--- src/rtl/alt_ddrx_bank_sched.sv ---
// alt_ddrx_bank_sched: open-row-tracking DDR command scheduler with ACT/PRE insertion and auto-refresh.
// The first command of a request is issued from IDLE on the accept edge; later ones issue when wait_cnt drains.
module alt_ddrx_bank_sched #(
    parameter int MEM_IF_CS_WIDTH  = 1,
    parameter int MEM_IF_BA_WIDTH  = 3,
    parameter int MEM_IF_ROW_WIDTH = 13,
    parameter int MEM_IF_COL_WIDTH = 10,
    parameter int T_RCD            = 3,
    parameter int T_RP             = 3,
    parameter int T_RFC            = 30,
    parameter int T_CCD            = 2,
    parameter int T_REFI           = 1560
) (
    input  logic                        ctl_clk,
    input  logic                        ctl_reset_n,
    input  logic                        ctl_cal_success,
    input  logic                        cmd_valid,
    output logic                        cmd_ready,
    input  logic                        cmd_write,
    input  logic [MEM_IF_BA_WIDTH-1:0]  cmd_bank,
    input  logic [MEM_IF_ROW_WIDTH-1:0] cmd_row,
    input  logic [MEM_IF_COL_WIDTH-1:0] cmd_col,
    output logic                        do_write,
    output logic                        do_read,
    output logic                        do_activate,
    output logic                        do_precharge,
    output logic                        do_precharge_all,
    output logic                        do_refresh,
    output logic                        do_auto_precharge,
    output logic                        do_burst_chop,
    output logic                        do_power_down,
    output logic                        do_self_rfsh,
    output logic                        do_lmr,
    output logic                        do_zqcal,
    output logic [MEM_IF_CS_WIDTH-1:0]  to_chip,
    output logic [MEM_IF_BA_WIDTH-1:0]  to_bank_addr,
    output logic [MEM_IF_ROW_WIDTH-1:0] to_row_addr,
    output logic [MEM_IF_COL_WIDTH-1:0] to_col_addr
);
    localparam int NB = 1 << MEM_IF_BA_WIDTH;
    localparam logic [15:0] RCD_L  = 16'(T_RCD - 1);
    localparam logic [15:0] RP_L   = 16'(T_RP - 1);
    localparam logic [15:0] RFC_L  = 16'(T_RFC - 1);
    localparam logic [15:0] CCD_L  = 16'(T_CCD - 1);
    localparam logic [15:0] REFI_L = 16'(T_REFI - 1);

    typedef enum logic [2:0] {INIT, IDLE, PRE, ACT, RW, PREALL, REF} state_t;
    typedef enum logic [2:0] {C_NONE, C_RW, C_ACT, C_PRE, C_PREALL, C_REF} cmd_t;

    state_t                              state_q, state_d;
    cmd_t                                issue;
    logic [15:0]                         wait_q, wait_d, refi_q, refi_d;
    logic                                pend_q, pend_d, ready_q, ready_d, acc, w, hit;
    logic [NB-1:0]                       open_q, open_d;
    logic [NB-1:0][MEM_IF_ROW_WIDTH-1:0] orow_q, orow_d;
    logic                                req_w_q, req_w_d;
    logic [MEM_IF_BA_WIDTH-1:0]          req_b_q, req_b_d, bank_q, bank_d, b;
    logic [MEM_IF_ROW_WIDTH-1:0]         req_r_q, req_r_d, row_q, row_d, r;
    logic [MEM_IF_COL_WIDTH-1:0]         req_c_q, req_c_d, col_q, col_d, c;
    logic [5:0]                          strobe_q, strobe_d;
    logic [MEM_IF_CS_WIDTH-1:0]          chip_q, chip_d;

    always_comb begin
        acc     = cmd_valid & ready_q;
        w       = acc ? cmd_write : req_w_q;
        b       = acc ? cmd_bank : req_b_q;
        r       = acc ? cmd_row : req_r_q;
        c       = acc ? cmd_col : req_c_q;
        hit     = open_q[b] & (orow_q[b] == r);
        req_w_d = w;
        req_b_d = b;
        req_r_d = r;
        req_c_d = c;
        state_d = state_q;
        wait_d  = (wait_q == '0) ? '0 : wait_q - 16'd1;
        refi_d  = (refi_q == '0) ? REFI_L : refi_q - 16'd1;
        pend_d  = pend_q | (refi_q == '0);
        open_d  = open_q;
        orow_d  = orow_q;
        bank_d  = bank_q;
        row_d   = row_q;
        col_d   = col_q;
        issue   = C_NONE;
        case (state_q)
            INIT:    state_d = IDLE;
            IDLE:    issue = (wait_q != '0) ? C_NONE :
                             acc ? (hit ? C_RW : open_q[b] ? C_PRE : C_ACT) :
                             pend_q ? ((|open_q) ? C_PREALL : C_REF) : C_NONE;
            PRE:     issue = (wait_q == '0) ? C_ACT : C_NONE;
            ACT:     issue = (wait_q == '0) ? C_RW : C_NONE;
            PREALL:  issue = (wait_q == '0) ? C_REF : C_NONE;
            default: state_d = (wait_q == '0) ? IDLE : state_q;
        endcase
        case (issue)
            C_RW:     begin state_d = RW;     wait_d = CCD_L; end
            C_ACT:    begin state_d = ACT;    wait_d = RCD_L; open_d[b] = 1'b1; orow_d[b] = r; end
            C_PRE:    begin state_d = PRE;    wait_d = RP_L;  open_d[b] = 1'b0; end
            C_PREALL: begin state_d = PREALL; wait_d = RP_L; end
            C_REF:    begin state_d = REF;    wait_d = RFC_L; open_d = '0; pend_d = 1'b0; end
            default:  ;
        endcase
        if (issue inside {C_RW, C_ACT, C_PRE}) {bank_d, row_d, col_d} = {b, r, c};
        strobe_d = {issue == C_REF, issue == C_PREALL, issue == C_PRE, issue == C_ACT,
                    issue == C_RW & !w, issue == C_RW & w};
        chip_d   = {MEM_IF_CS_WIDTH{issue != C_NONE}};
        if (!ctl_cal_success) begin
            state_d  = INIT;
            strobe_d = '0;
            chip_d   = '0;
            open_d   = '0;
            pend_d   = 1'b0;
            wait_d   = '0;
            refi_d   = REFI_L;
        end
        // INIT term delays ready by one cycle after calibration completes
        ready_d = (state_q != INIT) & (state_d == IDLE) & (wait_d == '0) & !pend_d;
    end

    always_ff @(posedge ctl_clk or negedge ctl_reset_n) begin
        if (!ctl_reset_n) begin
            state_q  <= INIT;
            wait_q   <= '0;
            refi_q   <= REFI_L;
            pend_q   <= 1'b0;
            ready_q  <= 1'b0;
            open_q   <= '0;
            orow_q   <= '0;
            req_w_q  <= 1'b0;
            req_b_q  <= '0;
            req_r_q  <= '0;
            req_c_q  <= '0;
            bank_q   <= '0;
            row_q    <= '0;
            col_q    <= '0;
            strobe_q <= '0;
            chip_q   <= '0;
        end else begin
            state_q  <= state_d;
            wait_q   <= wait_d;
            refi_q   <= refi_d;
            pend_q   <= pend_d;
            ready_q  <= ready_d;
            open_q   <= open_d;
            orow_q   <= orow_d;
            req_w_q  <= req_w_d;
            req_b_q  <= req_b_d;
            req_r_q  <= req_r_d;
            req_c_q  <= req_c_d;
            bank_q   <= bank_d;
            row_q    <= row_d;
            col_q    <= col_d;
            strobe_q <= strobe_d;
            chip_q   <= chip_d;
        end
    end

    assign cmd_ready         = ready_q;
    assign do_write          = strobe_q[0];
    assign do_read           = strobe_q[1];
    assign do_activate       = strobe_q[2];
    assign do_precharge      = strobe_q[3];
    assign do_precharge_all  = strobe_q[4];
    assign do_refresh        = strobe_q[5];
    assign do_auto_precharge = 1'b0;
    assign do_burst_chop     = 1'b0;
    assign do_power_down     = 1'b0;
    assign do_self_rfsh      = 1'b0;
    assign do_lmr            = 1'b0;
    assign do_zqcal          = 1'b0;
    assign to_chip           = chip_q;
    assign to_bank_addr      = bank_q;
    assign to_row_addr       = row_q;
    assign to_col_addr       = col_q;
endmodule

--- config.mk ---
export PLATFORM = sky130hd
export DESIGN_NAME = alt_ddrx_bank_sched
export DESIGN_NICKNAME = d
export VERILOG_FILES = /design/src/rtl/alt_ddrx_bank_sched.sv
export SDC_FILE = /design/constraint.sdc
export NUM_CORES = 1
export LEC_CHECK = 0
export BUFFER_PORTS_ARGS = -buffer_cell sky130_fd_sc_hd__buf_2
export CAP_MARGIN = 10
export CORE_AREA = 2 2 130 132
export CTS_BUF_LIST = sky130_fd_sc_hd__clkbuf_2
export DETAILED_ROUTE_END_ITERATION = 16
export DIE_AREA = 0 0 132 134
export GPL_TIMING_DRIVEN = 0
export PLACE_DENSITY = 0.85
export REMOVE_ABC_BUFFERS = 1
export SYNTH_ARGS = -nofsm -noshare
export SYNTH_HDL_FRONTEND = slang
export SYNTH_SLANG_ARGS = --single-unit
--- constraint.sdc ---
create_clock -name ctl_clk -period 6.6 [get_ports ctl_clk]
set_input_delay 0 -clock ctl_clk [delete_from_list [all_inputs] [get_ports ctl_clk]]
set_output_delay 0 -clock ctl_clk [all_outputs]
set_load 0.05 [all_outputs]
==> qor.tcl <==
set qor(synth_xor_xnor_area_share) 0.0292
set qor(critical_path_peak_fanout) 25
set qor(tritoncts) {yes}
set qor(die_width_um) 132
set qor(worst_ep_arrival_time_ns) 6.21
set qor(synth.distinct_cells) 71
set qor(layoutNonFillerInstCount) 1396
set qor(post_synth_inst_count) 1038
set qor(hold_viol) 0
set qor(postLayoutCoreUtil) 0.705
set qor(fmax_mhz) 180
set qor(row_count) 47
set qor(htreeDepth) 2
set qor(yosys_warnings) 0
set qor(synth.mux.area_fraction) 0.0789
set qor(rsz0062_at_grt) {false}
set qor(design.die.area_sq_mm) 0.0177
set qor(drcViolationCount) 0
set qor(worstSetupPathType) {flop to flop}
set qor(route.antenna.remaining_nets) 0
set qor(pwr_density_cell_mw_per_mm2) 316
set qor(wl_per_cell_um) 17.6
set qor(grt_antenna_before_repair) 0
set qor(leading_post_synthesis_cells_by_cell_area) {dfrtp_1 (50%), nand2_1 (7.0%), o21ai_0 (6.1%)}
set qor(grt_use_total) 0.282
set qor(setup-violations-final) 0
set qor(timing.critical_path.from_type) {flop}
set qor(synth_area_sq_mm) 0.0102
set qor(synth_top_flop_cell) {dfrtp_1}
set qor(grt_first_pass_wirelength_um) 40400
set qor(grt_pass1_vias) 8071
set qor(vdd_ir_drop_max_v) 0.000239
set qor(design_area_sq_mm) 0.0115
set qor(number_of_nets_in_the_layout) 1168
set qor(ctsResizeCount) 0
set qor(drt_first_pass_iters) 5
set qor(gpl.final_weighted_congestion) 0.891
set qor(share_of_post_route_cells_with_drive_strength_above_1) 0.170
set qor(postSynthRegisterBits) 209
set qor(worst_hold_path_type) {input pin to flop}
set qor(floorplan.io_pins) 71
set qor(initial_core_utilization) 0.626
set qor(ys_async_sr_fraction) 1.00
set qor(finalHoldWorstSlack_ns) 0.0949
set qor(synth_commonest_cells) {dfrtp_1 (203), nand2_1 (191), o21ai_0 (124), nor2_1 (52), clkbuf_1 (39)}
set qor(insertedDiodeCount) 0
set qor(clk_root_buffer_cell) {clkbuf_2}
set qor(timing_max_transition_violations_final) 0
set qor(ctsHoldBuffers) 45
set qor(viasPerCell) 5.90
set qor(dp_cells) 1255
set qor(rrSetupSlack_ns) 1.04
set qor(synth_adder_area_share) 0.00368
set qor(detailroute.via_count) 8243
set qor(dp_worst_setup_slack_ns) 1.26
set qor(worst_skew_pair.late_latency_ns) 0.85
set qor(synth.avg_cell_area_sq_um) 9.83
set qor(synth_top_family_by_area) {simple AND/OR/NAND/NOR gates}
set qor(synth_edf_count) 0
set qor(p_leak_nw) 5.28
set qor(worstPathRequired_ns) 7.25
set qor(slew-limit-headroom) 0.157
set qor(run_status) {completed}
set qor(cts_num_sinks) 209
set qor(clock_path_buffers) 3
set qor(layout_min_cycle_time_ns) 5.56
set qor(final.period_utilization) 0.842
set qor(tightest_slew_ns) 1.26
set qor(max-cap-violations) 0
set qor(number_of_buffers_created_by_cts) 52
set qor(clk_transition_reported_paths_ns) 0.14
set qor(synth_top_cell_area_share) 0.498
set qor(dominant_cell_type_by_area_after_synthesis) {dfrtp_1}
set qor(crit_path_end_kind) {flop}
set qor(synth.most_common_cell) {dfrtp_1}
set qor(detailedPlacementHpwl_um) 14200
set qor(synth_simple_gate_area_frac) 0.178
set qor(finClkSkew_ns) 0.122
set qor(finalSetupTns_ns) 0
set qor(grt_start_max_net_pins) 129
set qor(first_iter_violations) 860
set qor(wirelength_um) 24500
set qor(grt_remaining_overflow) 0
set qor(setup_slack_ns) 1.04
set qor(place_area_sq_mm) 0.0105
set qor(buffer_ports.inserted) 64
set qor(synth_compound_gate_area_share) 0.148
set qor(die_height_um) 134
set qor(post_cts_buffers) 0
set qor(synth_seq_area_share) 0.513
set qor(floorplan.core_area_sq_mm) 0.0163
set qor(post-layout-total-power_mw) 3.63
set qor(area_growth_pct) 12.6
-- critical path: stages (launching register included) --
cell and delay (ns):
dfrtp_1 0.59, nand2_1 0.76, a31oi_2 1.17, o32ai_1 0.25, o31ai_1 0.34, nand4b_1 0.17, a2111o_1 0.51, o31ai_4 0.72
a21boi_4 0.28, buf_12 0.25, mux2_4 0.30
-- registers in the layout, indices dropped and copies added (netlist names), 3 cells and up --
name / flops
open_q: 8
orow_q: 104
refi_q: 16
req_b_q: 3
req_c_q: 10
req_r_q: 13
state_q: 3
strobe_q: 6
to_bank_addr: 3
to_col_addr: 10
to_row_addr: 13
wait_q: 16
-- cells by family after synthesis --
kind of cell / count (synthesis)
DFF: 209
xor gates and xnor gates: 34
buffers and inverters: 108
other: 1
adders and majority gates: 3
muxes: 65
AOI/OAI and AO/OA: 237
and+or+nand+nor: 381
-- area by class of cell --
class / count / area (sq um)
Fill cell: 1214 / 4810
Sequential cell: 209 / 5240
Clock inverter: 24 / 124
Multi-Input combinational cell: 726 / 4490
Timing Repair Buffer: 112 / 866
Tap cell: 220 / 275
Inverter: 33 / 126
Clock buffer: 72 / 360
-- worst paths after layout --
kind / start / end / cells past startpoint
worst min-delay path: ctl_cal_success / refi_q[1] / 3
worst max register to register: cmd_ready / to_bank_addr[0] / 10
max in group asynchronous: ctl_reset_n / orow_q[3] / 4
min in group asynchronous: ctl_reset_n / refi_q[1] / 3
worst min register to register: req_c_q[2] / req_c_q[2] / 2
worst max-delay path: cmd_ready / to_bank_addr[0] / 10
-- placed cells by master, fill, tap and decap left out, types with 8 or more instances in the layout --
cell type / count
dfrtp_1: 203
nand2_1: 191
o21ai_0: 124
clkbuf_2: 72
buf_2: 63
nor2_1: 52
dlygate4sd3_1: 44
inv_1: 32
nor3b_1: 31
a211oi_1: 31
mux2i_1: 29
xnor2_1: 26
a21oi_1: 22
mux2_4: 20
clkinv_1: 20
nor3_1: 16
nor4_1: 15
nand3_1: 15
or3_1: 14
mux2_2: 13
xor2_1: 8
-- per-layer routing --
layer	up-vias	wire length, um	track usage
met5	-	0	0
met4	0	977	0.141
met3	92	1660	0.0484
met2	364	11800	0.458
met1	3930	10100	0.371
li1	3857	-	-
-- where the power goes --
part	internal (mW)	switching, mW
Clock	0.339	0.533
Combinational	0.424	0.813
Sequential	1.41	0.111
No activity file was read; power rests on OpenSTA's default activity.
